`src/rtl/bcd_timer3_if.sv`:
```
// Bundle of control and status signals for the three-digit BCD countdown timer.
//
// Signals:
//   load   - load ld_val into the counter (highest priority)
//   ld_val - BCD start value: [11:8] hundreds, [7:4] tens, [3:0] ones
//   start  - begin countdown (only acts when idle)
//   dec    - decrement qualifier, one step per cycle high while running
//   q      - current BCD count (registered)
//   zero   - q == 000 (combinational)
//   busy   - high while counting down (registered)
//   done   - one-cycle pulse when the count reaches 000 (registered)
//
// master: the controller driving the timer; slave: the timer itself.
interface bcd_timer3_if;
    logic        load;
    logic [11:0] ld_val;
    logic        start;
    logic        dec;
    logic [11:0] q;
    logic        zero;
    logic        busy;
    logic        done;

    modport master (
        output load,
        output ld_val,
        output start,
        output dec,
        input  q,
        input  zero,
        input  busy,
        input  done
    );

    modport slave (
        input  load,
        input  ld_val,
        input  start,
        input  dec,
        output q,
        output zero,
        output busy,
        output done
    );
endinterface

```
`src/rtl/bcd_timer3.sv`:
```
// Three-digit BCD countdown timer (000-999).
//
// Loads a BCD start value (each digit saturated to 9), counts down one step per
// cycle that dec is high while running, borrows across digits and emits a
// one-cycle done pulse when the count reaches 000. The count never wraps.
//
// Ports:
//   CLK - system clock, rising edge
//   RST - asynchronous, active-high reset (count 000, idle, no done)
//   bus - bcd_timer3_if slave modport: load/ld_val/start/dec in,
//         q/zero/busy/done out
module bcd_timer3 (
    input  logic        CLK,
    input  logic        RST,
    bcd_timer3_if.slave bus
);

    typedef enum logic [0:0] {
        StIdle,
        StRun
    } state_e;

    state_e      state_q;
    logic [11:0] q_q;
    logic        busy_q;
    logic        done_q;

    logic [11:0] ld_sat;
    logic [11:0] q_dec;
    logic        q_dec_zero;

    // Clamp a non-decimal nibble (A-F) to 9 so q always holds valid BCD.
    function automatic logic [3:0] sat_digit(input logic [3:0] d);
        logic [3:0] r;
        r = (d > 4'd9) ? 4'd9 : d;
        return r;
    endfunction

    // One BCD decrement with borrow ripple. 000 is held rather than wrapped; in
    // practice the FSM never decrements from 000 because RUN is left on reaching it.
    function automatic logic [11:0] bcd_dec(input logic [11:0] v);
        logic [3:0] h;
        logic [3:0] t;
        logic [3:0] o;
        h = v[11:8];
        t = v[7:4];
        o = v[3:0];
        if (v != 12'h000) begin
            if (o != 4'd0) begin
                o = o - 4'd1;
            end else begin
                o = 4'd9;
                if (t != 4'd0) begin
                    t = t - 4'd1;
                end else begin
                    t = 4'd9;
                    h = h - 4'd1;
                end
            end
        end
        return {h, t, o};
    endfunction

    always_comb begin
        ld_sat     = {sat_digit(bus.ld_val[11:8]),
                      sat_digit(bus.ld_val[7:4]),
                      sat_digit(bus.ld_val[3:0])};
        q_dec      = bcd_dec(q_q);
        q_dec_zero = (q_dec == 12'h000);
    end

    // Single registered FSM: state, count and status flags all update together,
    // so done, busy falling and q == 000 appear after the same edge.
    always_ff @(posedge CLK or posedge RST) begin
        if (RST) begin
            state_q <= StIdle;
            q_q     <= 12'h000;
            busy_q  <= 1'b0;
            done_q  <= 1'b0;
        end else begin
            done_q <= 1'b0;
            if (bus.load) begin
                // Load aborts any countdown silently.
                q_q     <= ld_sat;
                state_q <= StIdle;
                busy_q  <= 1'b0;
            end else begin
                case (state_q)
                    StIdle: begin
                        // Starting from 000 would finish immediately; ignore it.
                        if (bus.start && (q_q != 12'h000)) begin
                            state_q <= StRun;
                            busy_q  <= 1'b1;
                        end
                    end
                    StRun: begin
                        if (bus.dec) begin
                            q_q <= q_dec;
                            if (q_dec_zero) begin
                                state_q <= StIdle;
                                busy_q  <= 1'b0;
                                done_q  <= 1'b1;
                            end
                        end
                    end
                    default: begin
                        state_q <= StIdle;
                        busy_q  <= 1'b0;
                    end
                endcase
            end
        end
    end

    assign bus.q    = q_q;
    assign bus.zero = (q_q == 12'h000);
    assign bus.busy = busy_q;
    assign bus.done = done_q;

endmodule

```
`src/flat_wrapper.sv`:
```
// flat-port wrapper written by rule: the top's interface ports become plain ports
module bcd_timer3_flat 
  (CLK, RST, bus_load, bus_ld_val, bus_start, bus_dec, bus_q, bus_zero, bus_busy, bus_done);
  bcd_timer3_if bus_i ();
  input  logic CLK;
  input  logic RST;
  input wire logic [$bits(bus_i.load)-1:0] bus_load;
  input wire logic [$bits(bus_i.ld_val)-1:0] bus_ld_val;
  input wire logic [$bits(bus_i.start)-1:0] bus_start;
  input wire logic [$bits(bus_i.dec)-1:0] bus_dec;
  output wire logic [$bits(bus_i.q)-1:0] bus_q;
  output wire logic [$bits(bus_i.zero)-1:0] bus_zero;
  output wire logic [$bits(bus_i.busy)-1:0] bus_busy;
  output wire logic [$bits(bus_i.done)-1:0] bus_done;
  assign bus_i.load = bus_load;
  assign bus_i.ld_val = bus_ld_val;
  assign bus_i.start = bus_start;
  assign bus_i.dec = bus_dec;
  assign bus_q = bus_i.q;
  assign bus_zero = bus_i.zero;
  assign bus_busy = bus_i.busy;
  assign bus_done = bus_i.done;
  bcd_timer3 u_core (.CLK(CLK), .RST(RST), .bus(bus_i));
endmodule
```
`config.mk`:
```
export PLATFORM = sky130hd
export DESIGN_NAME = bcd_timer3_flat
export DESIGN_NICKNAME = d
export VERILOG_FILES = /design/src/rtl/bcd_timer3_if.sv /design/src/rtl/bcd_timer3.sv /design/src/flat_wrapper.sv
export SDC_FILE = /design/constraint.sdc
export NUM_CORES = 1
export LEC_CHECK = 0
export ABC_AREA = 1
export CAP_MARGIN = 20
export CORE_ASPECT_RATIO = 1.1
export CORE_UTILIZATION = 42
export DETAILED_ROUTE_END_ITERATION = 16
export PLACE_DENSITY = 0.85
export SLEW_MARGIN = 20
export SYNTH_ARGS = -nofsm -noshare
export SYNTH_HDL_FRONTEND = slang
export SYNTH_SLANG_ARGS = --single-unit
```
`constraint.sdc`:
```
create_clock -name CLK -period 1.7 [get_ports CLK]
set_clock_uncertainty 0.2 [all_clocks]
set_input_delay 0.425 -clock CLK [delete_from_list [all_inputs] [get_ports CLK]]
set_output_delay 0.425 -clock CLK [all_outputs]
set_load 0.02 [all_outputs]
```
# [Yosys cells after proc, flatten, opt, wreduce, memory -nomap -nowiden]
# Cells that the tools add are included.
[op_classes] n_addsub=3 n_lt_le_gt_ge=3 n_reduce_logical=10 n_eq_ne=3 bitwise=1 mux=28
[op_table] operator="4-bit 2-to-1 mux" count=11
[op_table] operator="12-bit 2-to-1 mux" count=3
[op_table] operator="12-bit zero test" count=2
[op_table] operator="4-bit greater-than comparator, second input constant" count=3
[op_table] operator="1-bit 2-to-1 mux" count=12
[op_table] operator="12-bit nonzero test" count=1
[op_table] operator="4-bit by 1-bit subtractor with 4-bit output, second input constant" count=3
[op_table] operator="4-bit nonzero test" count=2
[op_table] operator="3-bit inequality test, second input constant" count=2
[op_table] operator="1-bit case mux with 2 select lines" count=2
[op_table] operator="2-bit nonzero test" count=2
[op_table] operator="3-bit by 2-bit inequality test with 1-bit output, second input constant" count=1
[op_table] operator="3-bit AND reduction" count=1
[op_table] operator="2-bit AND reduction" count=1
[op_table] operator="1-bit logical AND" count=1
[op_table] operator="1-bit NOT" count=1
[totals] out_inout_bits=15 input_bits=17 regBits=15 word_cells=52

# [Longest topological paths before layout]
[depth] ltp_word=9 depth_mapped=12

# [Least setup slack after synthesis]
# No wires, ideal clock.
[synth_timing] path_kind="flip-flop to flip-flop" startpoint="register u_core.q_q[8], in the netlist u_core.bus.q[8]" endpoint="register u_core.q_q[0], in the netlist u_core.bus.q[0]" n_path_buf=0 setup_slack_ps=-171 stages_incl_launch_ff=10 setup_time_ps=139 arrival_ps=1531 path_cell_list="dfrtp_1 -> inv_1 -> ha_1 -> nand3_1 -> inv_1 -> nand2_4 -> inv_1 -> o21ai_0 -> o311ai_0 -> o21ai_0"
[synth_between] elab_chain_len=5
[synth_rtl] element="start, declared" line="bcd_timer3.sv:24" text="logic [11:0] q_q;"
[synth_rtl] element="start signal, assigned" line="bcd_timer3.sv:84" text="q_q <= ld_sat;"
[synth_rtl] element="start signal, assigned" line="bcd_timer3.sv:98" text="q_q <= q_dec;"
[synth_rtl] element="12-bit nonzero test" line="bcd_timer3.sv:48" text="if (v != 12'h000) begin"
[synth_rtl] element="4-bit 2-to-1 mux" line="bcd_timer3.sv:48"
[synth_rtl] element="12-bit 2-to-1 mux" line="bcd_timer3.sv:97" text="if (bus.dec) begin"
[synth_rtl] element="12-bit 2-to-1 mux" line="bcd_timer3.sv:88" text="case (state_q)"
[synth_rtl] element="12-bit 2-to-1 mux" line="bcd_timer3.sv:82" text="if (bus.load) begin"
# Every way passes these cells. The select of a mux whose other input is x is not followed.
# A chain may end at the register's enable or synchronous reset.

# [Worst setup path in the final report]
[layout_timing] startpoint="register u_core.q_q[5], in the netlist u_core.bus.q[5]" endpoint="output port bus_zero"
[layout_between] elab_chain_len=1
[layout_rtl] element="12-bit zero test" line="bcd_timer3.sv:116" text="assign bus.zero = (q_q == 12'h000);"
[layout_rtl] element="end, declared" line="flat_wrapper.sv:12" text="output wire logic [$bits(bus_i.zero)-1:0] bus_zero;"
# Every way passes these cells.

==> flow_summary_export.csv <==
group,metric,value,unit
timing,fmax,0.515,GHz
place,dp_worst_setup_slack,-0.394,ns
finish,syn_to_final_growth,73.5,%
logic_synthesis,synth_cell_types,29,
worst_setup_path,cp_max_fo,2,
pwr,ir_drop,706,µV
die,fp.dieW,50.8,µm
pwr,p_int,0.887,mW
timing,tightest_slew,0.329,ns
global_route,grt_overflow,0,
place,gp_congestion,0.923,
drt,drc,0,
logic_synthesis,synth_seq_area_share,34.1,%
finish,diodes,0,
drt,drtIter0Drc,62,
die,die-area,0.00283,mm²
clocking,numCtsBuffers,3,
timing,maxSlewHeadroom,77.8,%
pwr,swShare,42.1,%
finish,multi_input_area,761,µm²
finish,seq_area,388,µm²
die,dieHeight,55.7,µm
worst_setup_path,worstSetupPathType,"flop to output port",
place,dp_hpwl,2890,µm
logic_synthesis,yosysWarnings,0,
finish,fillers,171,
pwr,power_density,803,mW/mm²
pwr,power_frac_seq,30.3,%
drt,vias_per_cell,5.43,
drt,ant_nets,0,
timing,post-route-period-util,114,%
clocking,cts_tree,"yes",
finish,final_layout_size_suffix_gt1_share,48.5,%
place,io_buffers,31,
clocking,cts_buffer_depth,2,
worst_setup_path,cp.arrival,1.32,ns
timing,drv_slew,0,
die,start_util,44.1,%
hold_path,holdCritPathClass,"input pin to async pin",
die,num_rows,19,
logic_synthesis,yosysTopAreaCellShare,34.1,%
worst_setup_path,crit_path_start_kind,"flop",
finish,stdcell_count,264,
drt,wirelength,4180,µm
logic_synthesis,synthesis.area,0.00110,mm²
timing,timing.hold.ws,0.221,ns
global_route,antenna_found_initial,0,
global_route,grt_use_total,29.8,%
place,placed_area,0.00176,mm²
timing,setup_viol,8,
drt,dr.pass1.iters,4,
global_route,first_global_vias,1387,
pwr,clkPwrFrac,14.2,%
pwr,power_frac_comb,55.5,%
timing,hold_viol_final,0,
clocking,clock_sinks,15,
timing,rsz0062_at_grt,"yes",
pwr,p_sw,0.644,mW
pwr,p_leak,0.988,nW
place,dpl.cell_count,254,
clocking,clock_latency,0.29,ns
die,ios,32,
worst_setup_path,critPathCaptureType,"output port",
clocking,cts_root_buf,"clkbuf_4",
logic_synthesis,synth.avg_cell_area,6.92,µm²
timing,timing.final.ws_setup,-0.243,ns
run_status,failed_checks,"negative setup slack",
finish,fin_nets,253,
logic_synthesis,ys_seq_elements,15,
job,max-cap-violations,0,
finish,finalInstanceArea,0.00191,mm²
logic_synthesis,synth_fp_nets,178,
logic_synthesis,yosysTopAreaCell,"dfrtp_1",
timing,period_minus_slack,1.94,ns
global_route,grt_pass1_wl,6320,µm
logic_synthesis,yosys-top-cells-area,"dfrtp_1, nand2_1, inv_1",
run_status,status,"finished with violations",
die,core-area,0.00250,mm²
worst_setup_path,required,1.07,ns
clocking,htree_levels,1,
logic_synthesis,synthCells,159,
clocking,clk_pin_slew,0.10,ns
drt,num_vias,1433,
drt,wl_per_cell,15.8,µm
global_route,grt_max_degree,16,
clocking,cts_hold_buffers,0,
## cell families (layout without fill, tap and decap cells)
group,after synthesis,after routing,synth area share [%]
simple gates,85,85,37.8
compound gates,28,28,15.4
buf+inv,28,102,9.67
flops,15,15,34.1
fa+ha+maj,2,2,2.27
xor+xnor,1,1,0.797
## critical path, stage by stage, from the launching register on
cell and delay, ns:
dfrtp_2 0.44, nor2_4 0.14, nand2_4 0.08, nor2_8 0.14, nand2_4 0.07, inv_4 0.05
buf_6 0.10
## cell usage in the layout, fill, tap and decap left out, types with 8 or more instances in the layout
| master | n |
|---|---|
| nand2_1 | 34 |
| inv_1 | 19 |
| o21ai_0 | 8 |
| nor2_1 | 13 |
| buf_2 | 10 |
| buf_4 | 40 |
| dfrtp_2 | 10 |
| nand3_1 | 8 |
| nand3_2 | 9 |
| clkdlybuf4s50_1 | 16 |
## path summary, 6_finish.rpt
kind | from | cells after the start | end | slack [ns]
setup / recovery | u_core.bus.q[5]$_DFFE_PP0P_ | 6 | bus_zero | -0.24
hold / removal | RST | 3 | u_core.bus.done$_DFF_PP0_ | 0.22
setup reg to reg | u_core.bus.q[5]$_DFFE_PP0P_ | 11 | u_core.bus.busy$_DFFE_PP0P_ | -0.18
hold reg to reg | u_core.bus.busy$_DFFE_PP0P_ | 2 | u_core.bus.busy$_DFFE_PP0P_ | 0.33
max in group asynchronous | RST | 3 | u_core.bus.q[8]$_DFFE_PP0P_ | 0.87
min in group CLK | u_core.bus.busy$_DFFE_PP0P_ | 2 | u_core.bus.busy$_DFFE_PP0P_ | 0.33
## sequential cells by signal, summed over array words and instances, names as in the netlist
| signal | flops |
|---|---|
| u_core.bus.q | 12 |
| u_core.bus.done | 1 |
| u_core.state_q | 1 |
| u_core.bus.busy | 1 |
## metrics by stage
stage	utilization, %	TNS [ns]	power (mW)
global route	76.4	-1.63	1.61
global placement	70.4	-2.08	1.18
detailed placement	70.4	-2.89	1.22
CTS	71.3	-0.993	1.43
floorplan	-	-0.0554	0.824
finish	76.4	-0.817	1.53
## power by group through the flow
| stage | Combinational [mW] | Sequential [mW] | Clock [mW] |
|---|---|---|---|
| after CTS | 0.748 | 0.459 | 0.224 |
| after floorplan | 0.284 | 0.540 | 0 |
| final | 0.850 | 0.464 | 0.218 |
| after detailed placement | 0.753 | 0.465 | 0 |
| after global placement | 0.721 | 0.458 | 0 |
| after global routing | 0.905 | 0.468 | 0.235 |
## cell type report
| cell class | count | share of cell area [%] |
|---|---|---|
| Inverter | 25 | 5.31 |
| Tap cell | 31 | 2.03 |
| Timing Repair Buffer | 73 | 31.1 |
| Sequential cell | 15 | 20.3 |
| Multi-Input combinational cell | 116 | 39.9 |
| Clock buffer | 4 | 1.38 |
## metal layers
layer / vias to the layer above / track usage, % / part of all wire [%]
met2: 65 / 49.5 / 52
met4: 0 / 19.8 / 4.1
met3: 20 / 3.28 / 4.4
met5: - / 0 / 0
met1: 685 / 35.4 / 39
li1: 663 / - / -
## synthesized netlist by cell type, drive strengths merged
cell,n
a21oi,4
nor3,2
xor2,1
inv,25
o311ai,1
ha,2
o31ai,1
dfrtp,15
nand3,18
o22ai,2
a22oi,2
a211oi,1
a31oi,2
buf,1
a221oi,1
nor2,22
o21ai,13
clkbuf,2
nand2,43
o21a,1
## what timing repair did
action | 4_1_cts | 5_1_grt
setup buffers | 3 | 3
pin swaps | 6 | 14
resized for setup | 62 | 35
setup endpoints to repair | 23 | 15
Note: power is estimated with default switching activity, not from simulation.
